File: src/rtl/ifetch_queue_pkg.sv
// Shared types and constants for the instruction fetch front-end.
package ifetch_queue_pkg;

    typedef logic [31:0] word_t;

    localparam word_t NOP_INSTR = 32'hC400_0000;
    localparam word_t PC_STEP   = 32'd4;

    function automatic word_t pc_inc(input word_t pc);
        return pc + PC_STEP;
    endfunction

endpackage

File: src/rtl/ifq_fifo.sv
// Circular instruction buffer: DEPTH x 32 entries, in-order, combinational head read.
module ifq_fifo
    import ifetch_queue_pkg::*;
#(
    parameter int DEPTH = 4
) (
    input  logic                         clk,
    input  logic                         rst_n,
    input  logic                         i_flush,
    input  logic                         i_push,
    input  logic [31:0]                  i_wdata,
    input  logic                         i_pop,
    output logic [31:0]                  o_head,
    output logic [$clog2(DEPTH+1)-1:0]   o_count,
    output logic                         o_empty,
    output logic                         o_full
);

    localparam int AW = $clog2(DEPTH);
    localparam int CW = $clog2(DEPTH + 1);
    localparam logic [CW-1:0] DEPTH_C = CW'(DEPTH);

    word_t           r_mem [DEPTH];
    logic [AW-1:0]   r_wr_ptr;
    logic [AW-1:0]   r_rd_ptr;
    logic [CW-1:0]   r_count;

    logic            w_do_push;
    logic            w_do_pop;

    assign o_empty   = (r_count == '0);
    assign o_full    = (r_count == DEPTH_C);
    assign w_do_push = i_push && !i_flush;
    assign w_do_pop  = i_pop && !i_flush && !o_empty;

    // Storage carries no reset; validity is tracked solely by r_count.
    always_ff @(posedge clk) begin
        if (w_do_push) begin
            r_mem[r_wr_ptr] <= i_wdata;
        end
    end

    always_ff @(posedge clk or negedge rst_n) begin
        if (!rst_n) begin
            r_wr_ptr <= '0;
            r_rd_ptr <= '0;
            r_count  <= '0;
        end else if (i_flush) begin
            r_wr_ptr <= '0;
            r_rd_ptr <= '0;
            r_count  <= '0;
        end else begin
            if (w_do_push) begin
                r_wr_ptr <= r_wr_ptr + AW'(1);
            end
            if (w_do_pop) begin
                r_rd_ptr <= r_rd_ptr + AW'(1);
            end
            case ({w_do_push, w_do_pop})
                2'b10:   r_count <= r_count + CW'(1);
                2'b01:   r_count <= r_count - CW'(1);
                default: r_count <= r_count;
            endcase
        end
    end

    assign o_head  = r_mem[r_rd_ptr];
    assign o_count = r_count;

endmodule

File: src/rtl/ifetch_queue.sv
// Fetch front-end: issues sequential imem requests, queues returned words in order,
// and flushes (dropping in-flight returns) on redirect.
module ifetch_queue
    import ifetch_queue_pkg::*;
#(
    parameter int          DEPTH     = 4,
    parameter int          MAX_OUTST = 2,
    parameter logic [31:0] RESET_PC  = 32'h0000_0000
) (
    input  logic        clk,
    input  logic        rst_n,
    input  logic        i_redirect,
    input  logic [31:0] i_redirect_pc,
    input  logic        i_stall_d,
    output logic        o_imem_req,
    output logic [31:0] o_imem_addr,
    input  logic        i_imem_gnt,
    input  logic        i_imem_rvalid,
    input  logic [31:0] i_imem_rdata,
    output logic        o_instr_valid,
    output logic [31:0] o_instr_f,
    output logic [31:0] o_pc_f,
    output logic [31:0] o_pcplus4_f
);

    localparam int CW = $clog2(DEPTH + 1);
    localparam int OW = $clog2(MAX_OUTST + 1);
    localparam logic [OW-1:0] MAX_OUTST_C = OW'(MAX_OUTST);
    localparam logic [31:0]   DEPTH_W     = 32'(DEPTH);

    word_t          r_fetch_pc;
    word_t          r_head_pc;
    logic [OW-1:0]  r_outst;
    logic [OW-1:0]  r_drop;

    logic [OW-1:0]  w_outst_next;
    logic [CW-1:0]  w_count;
    logic [31:0]    w_occupancy;
    logic           w_empty;
    logic           w_full;
    logic           w_grant;
    logic           w_push;
    logic           w_pop;
    word_t          w_head;

    // Every outstanding request owns a queue slot, so a return always fits.
    assign w_occupancy  = 32'(w_count) + 32'(r_outst);
    assign o_imem_req   = rst_n && !i_redirect && (r_outst < MAX_OUTST_C)
                          && (w_occupancy < DEPTH_W);
    assign o_imem_addr  = r_fetch_pc;
    assign w_grant      = o_imem_req && i_imem_gnt;
    assign w_outst_next = r_outst + OW'(w_grant) - OW'(i_imem_rvalid);

    assign w_push = i_imem_rvalid && !i_redirect && (r_drop == '0);
    assign w_pop  = !w_empty && !i_stall_d && !i_redirect;

    ifq_fifo #(
        .DEPTH (DEPTH)
    ) u_fifo (
        .clk     (clk),
        .rst_n   (rst_n),
        .i_flush (i_redirect),
        .i_push  (w_push),
        .i_wdata (i_imem_rdata),
        .i_pop   (w_pop),
        .o_head  (w_head),
        .o_count (w_count),
        .o_empty (w_empty),
        .o_full  (w_full)
    );

    always_ff @(posedge clk or negedge rst_n) begin
        if (!rst_n) begin
            r_fetch_pc <= RESET_PC;
            r_head_pc  <= RESET_PC;
            r_outst    <= '0;
            r_drop     <= '0;
        end else begin
            r_outst <= w_outst_next;
            if (i_redirect) begin
                r_fetch_pc <= i_redirect_pc;
                r_head_pc  <= i_redirect_pc;
                // Everything still in flight after this cycle belongs to the old stream.
                r_drop     <= w_outst_next;
            end else begin
                if (w_grant) begin
                    r_fetch_pc <= pc_inc(r_fetch_pc);
                end
                if (w_pop) begin
                    r_head_pc <= pc_inc(r_head_pc);
                end
                if (i_imem_rvalid && (r_drop != '0)) begin
                    r_drop <= r_drop - OW'(1);
                end
            end
        end
    end

    assign o_instr_valid = !w_empty;
    assign o_instr_f     = w_empty ? NOP_INSTR : w_head;
    assign o_pc_f        = r_head_pc;
    assign o_pcplus4_f   = pc_inc(r_head_pc);

    a_no_push_when_full: assert property (@(posedge clk) disable iff (!rst_n)
        !(w_push && w_full));
    a_no_rvalid_idle: assert property (@(posedge clk) disable iff (!rst_n)
        !(i_imem_rvalid && (r_outst == '0)));
    a_redirect_aligned: assert property (@(posedge clk) disable iff (!rst_n)
        !(i_redirect && (i_redirect_pc[1:0] != 2'b00)));

endmodule
File: config.mk
export PLATFORM = sky130hd
export DESIGN_NAME = ifetch_queue
export DESIGN_NICKNAME = d
export VERILOG_FILES = /design/src/rtl/ifetch_queue_pkg.sv /design/src/rtl/ifq_fifo.sv /design/src/rtl/ifetch_queue.sv
export SDC_FILE = /design/constraint.sdc
export NUM_CORES = 1
export LEC_CHECK = 0
export CAP_MARGIN = 20
export CORE_MARGIN = 8
export CORE_UTILIZATION = 46
export CTS_CLUSTER_SIZE = 28
export DETAILED_ROUTE_END_ITERATION = 6
export PLACE_DENSITY = 0.88
export SLEW_MARGIN = 5
export SYNTH_ARGS = -nofsm -noshare
export SYNTH_HDL_FRONTEND = slang
export SYNTH_SLANG_ARGS = --single-unit
File: constraint.sdc
create_clock -name clk -period 2.9 [get_ports clk]
set_input_delay 0.725 -clock clk [delete_from_list [all_inputs] [get_ports clk]]
set_output_delay 0.725 -clock clk [all_outputs]
set_load 0.1 [all_outputs]
Word-level counts from Yosys, hierarchy flattened
Memory sizes are Yosys's and may differ from the RTL's.
Cells that the tools add are included.

word-level totals
  bits in registers = 75
  bits in writable memories = 128
  input port bits = 70
  output and inout port bits = 130
  word-level logic and storage cells = 61
  memories kept = 1

operators by class
  add/subtract/negate cells = 10
  magnitude comparators = 2
  equality and inequality tests = 2
  multiplexer cells = 15
  reduce and logical (&&, ||, !) cells = 24

memories
  memory        depth  bits a word  rd ports  clocked after memory_dff  wr ports  RTL line        RTL
  u_fifo.r_mem  4      32           1         0                         1         ifq_fifo.sv:23  word_t r_mem [DEPTH];

operators by type and width
  cell                                                                   count
  32-bit two-way mux                                                     5
  32-bit by 3-bit adder with 32-bit output (second input constant)       2
  1-bit logical AND                                                      12
  2-bit two-way mux                                                      6
  2-bit nonzero test                                                     6
  3-bit case mux with 2 select lines                                     1
  2-bit by 1-bit adder with 2-bit output (second input constant)         2
  3-bit by 2-bit adder with 4-bit output                                 1
  4-bit by 3-bit < comparator with 1-bit output (second input constant)  1
  3-bit by 1-bit adder with 3-bit output (second input constant)         1
  1-bit zero test                                                        3
  3-bit zero test                                                        1
  3-bit two-way mux                                                      1
  3-bit nonzero test                                                     1
  3-bit by 1-bit subtractor with 3-bit output (second input constant)    1
  2-bit by 1-bit adder with 2-bit output                                 1
  2-bit by 1-bit == test with 1-bit output (second input constant)       1
  2-bit == test (second input constant)                                  1
  2-bit zero test                                                        1
  2-bit < comparator (second input constant)                             1
  1-bit two-way mux                                                      2
  2-bit by 1-bit subtractor with 2-bit output                            1
  2-bit by 1-bit subtractor with 2-bit output (second input constant)    1

Longest topological paths before layout
  word-level depth = 9
  gate-level depth with buffers = 12
  depth with buffers taken out = 11

Modules after synthesis
Synthesis repeated with hierarchy kept, for this count alone.

second synthesis, totals
  cell total of the unflattened synthesis = 754
  area, all modules = 9624.2 µm²

modules (own cells, without submodules)
  module        times used  cells an instance  area each (µm²)  sequential area each (µm²)
  ifq_fifo      1           221                5122.4           4018.9
  ifetch_queue  1           533                4501.8           1701.6

Least setup slack after synthesis
OpenSTA, ideal clock, no wires.

  kind = register to output
  start point = reg r_head_pc[2] (netlist: o_pc_f[2])
  end point = out o_pcplus4_f[20]
  arrival time = 4025 ps
  data required time = 2175 ps
  path slack = -1850 ps
  stages on the path, launching flop included = 6
  buffers on the path = 0
  cells stage by stage = dfrtp_1 -> ha_1 -> nand3_2 -> nor4_1 -> nand3_1 -> xnor2_1

on the way
  cells in the longest elaborated chain, start to end = 1

ends and longest elaborated chain
  what                                      RTL line                RTL
  from (decl)                               ifetch_queue.sv:32      word_t r_head_pc;
  from (signal assigned)                    ifetch_queue.sv:82      r_head_pc <= i_redirect_pc;
  from (signal assigned)                    ifetch_queue.sv:90      r_head_pc <= pc_inc(r_head_pc);
  32-bit by 3-bit adder with 32-bit output  ifetch_queue_pkg.sv:10  return pc + PC_STEP;
  to (decl)                                 ifetch_queue.sv:23      output logic [31:0] o_pcplus4_f

No other way between the ends.

Final worst setup path
  start point = reg r_head_pc[12] (netlist: o_pc_f[12])
  end point = out o_pcplus4_f[22]

The elaborated chain is that of the path after synthesis.

==> run metrics <==
status finished, violations left; failing checks negative setup slack; CP delay by family, top simple AND/OR/NAND/NOR gates; Port Buffer Count 199; final cycle utilization of the critical path 107%; R2R setup slack 110 ps; register area share after synthesis 60.8%; Clock Latency Late Sink 500 ps; DIE HEIGHT 159 um; power share of the clock group 19.5%; Vias 7580; Mapped Area 9410 um^2; Mapped Cells 721; critical path's slowest cell or4_4; Max-Cap Viols 0; ANT cells 0; layout cell share with drive strength beyond 1 43.8%; Power Density 885 nW/um^2; worst path arrival time 2380 ps; r2r worst-path depth 7; CP max FO 4; critical path buffer and inverter count 2; sequential power share 28.1%; Critical Path, Cell by Cell nand4_1 > buf_6 > or4_4 > nor3_4 > xor2_4 > buf_12; internal power 7.07 mW; Lkg Pwr 5.54 nW; crit path capture type primary output; Post-synth ARST share 36.9%; grt total ovfl 0; Slew Viols, Final 0; initial antenna violation count 1; commonest non-fill, non-tap cell in the layout buf_4; global-route wire length before repair 44.7 mm; core footprint 20200 um^2; # setup viols final 17; number of fillers in the final layout 1191; initial DRC count 736; Starting Density 46.6%; final core occ 71.9%; vias in the first global route 7673; relative slew slack 33.1%; drt wl/cell 23.2 um; Post-synth top flop edfxtp_1; Final TNS setup -1900 ps; RSZ-0062 raised after global routing yes; most frequent cells in the layout 154 x buf_4, 128 x edfxtp_1, 67 x clkdlybuf4s50_1; Placed Cells 1194; hold slack 506 ps; Syn. warnings 0; fin cells 1291; chip width 159 um; Hold WC Path Type input pin to asynchronous set/reset pin; Antenna Nets Post-Route 0; # rows 52; final instance area 14500 um^2; R2R Path End o_imem_addr[11]; Avg Cell Area, Syn 13.0 um^2; hpwl dp 19.5 mm; CTS Root Buffer Type clkbuf_16; Switching Fraction 44.9%; combinational share of power 52.4%; Synthesized Nets 802; worst slew pin tran 1000 ps; drt pass-1 iters 5; Yosys reg bits 203; final worst path period need 3100 ps; Max clock buf depth 3; Setup Skew 19.6 ps; DP Area 13200 um^2; GRT Total Usage 21.9%; CTS tree done; Nets 1086; CP max stage delay 500 ps; setup ws final -204 ps; CP Data Required Time 2170 ps; Distinct cells, synth 49; CTS Buf Count 22; # DRC 0; Sink Count 203; RD Place Congestion 0.921; fmax 0.322 GHz; EDFF count, synth 128; Setup WS pre-CTS -7.84 ps; DIE AREA 25300 um^2; critical path class register to primary output; final hold vios 0; vias per cell 5.87; Sw Pwr 5.76 mW; clock-pin slew on the worst setup and hold paths 70 ps; largest net degree at the start of global routing 76; H-tree Lvls 1; Final Power 12.8 mW; startpoint class of the critical path register; Area Overhead vs Synth 54.2%; # IOs 200; total routed wirelength 29.9 mm; peak supply drop 1220 uV; Worst R2R Start u_fifo.o_count[1]
## area by class of cell
cell class | count | area, um^2 | share of cell area [%]
flip-flops and latches | 203 | 5810 | 40.1
multi-input cells | 456 | 4310 | 29.7
repair buffers | 302 | 3310 | 22.9
clock buffers | 27 | 569 | 3.93
well taps | 270 | 338 | 2.33
clock inverters | 13 | 80.1 | 0.552
inverters | 20 | 78.8 | 0.544
## metal layers
metal | routed length (um) | up-vias | share of wire, % | track usage [%]
li1 | - | 3244 | - | -
met1 | 11000 | 3758 | 37 | 26.2
met2 | 14800 | 462 | 50 | 37.3
met3 | 2550 | 114 | 8.5 | 5.51
met4 | 1520 | 2 | 5.1 | 9.35
met5 | 24 | - | 0.080 | 0
## how the worst max path moves through the flow
stage,startpoint,endpoint,slack (ps),depth (start not counted)
final,o_pc_f[12],o_pcplus4_f[22],-200,6
after global routing,o_pc_f[12],o_pcplus4_f[22],-260,6
after CTS,o_pc_f[2],o_pcplus4_f[22],-180,6
after detailed placement,i_redirect,o_imem_addr[11],-8,7
after global placement,i_redirect,o_imem_addr[15],70,7
after floorplan,o_pc_f[10],o_pcplus4_f[22],-310,6
## Yosys cell counts (13+ instances only)
cell      number  area, um^2
inv_1         19        71.3
dfrtp_1       75        1880
nand3_1       34         170
mux4_2        32         721
and2_1        33         206
nand2_1       59         221
clkbuf_1      30         113
xor2_1        30         263
and3_1        18         113
edfxtp_1     128        3840
nor3_1        13        65.1
nand4_1       28         175
nor2_1        33         124
o21ai_0       41         205
xnor2_1       38         333
## logic make-up after synthesis
kind of cell             share of synthesized area [%]
AND/OR/NAND/NOR                                   14.0
flip-flops                                        60.8
AO/OA/AOI/OAI                                     5.85
XOR/XNOR                                          6.33
buffers and inverters                             2.63
multiplexers                                      8.83
adder cells (fa/ha/maj)                           1.54
## power by group through the flow
| stage | Combinational [mW] | Sequential [mW] | Clock (mW) |
|---|---|---|---|
| finish | 6.72 | 3.60 | 2.51 |
| detailed placement | 6.44 | 3.70 | 0 |
| global placement | 6.37 | 3.67 | 0 |
| global route | 6.94 | 3.63 | 2.67 |
| CTS | 6.70 | 3.59 | 2.55 |
| floorplan | 3.59 | 4.37 | 0 |
## sequential cells by signal, indices dropped and copies added, names as in the netlist
name / count
u_fifo.r_rd_ptr: 2
u_fifo.o_count: 3
o_pc_f: 32
u_fifo.r_mem: 128
o_imem_addr: 32
r_outst: 2
u_fifo.r_wr_ptr: 2
r_drop: 2
## repair_timing
action	4_1_cts	5_1_grt
setup buffers	42	16
pin swaps	22	16
gates resized for setup	31	18
setup endpoints to repair	52	53
hold buffers	0	0
No activity file was read; power rests on OpenSTA's default activity.
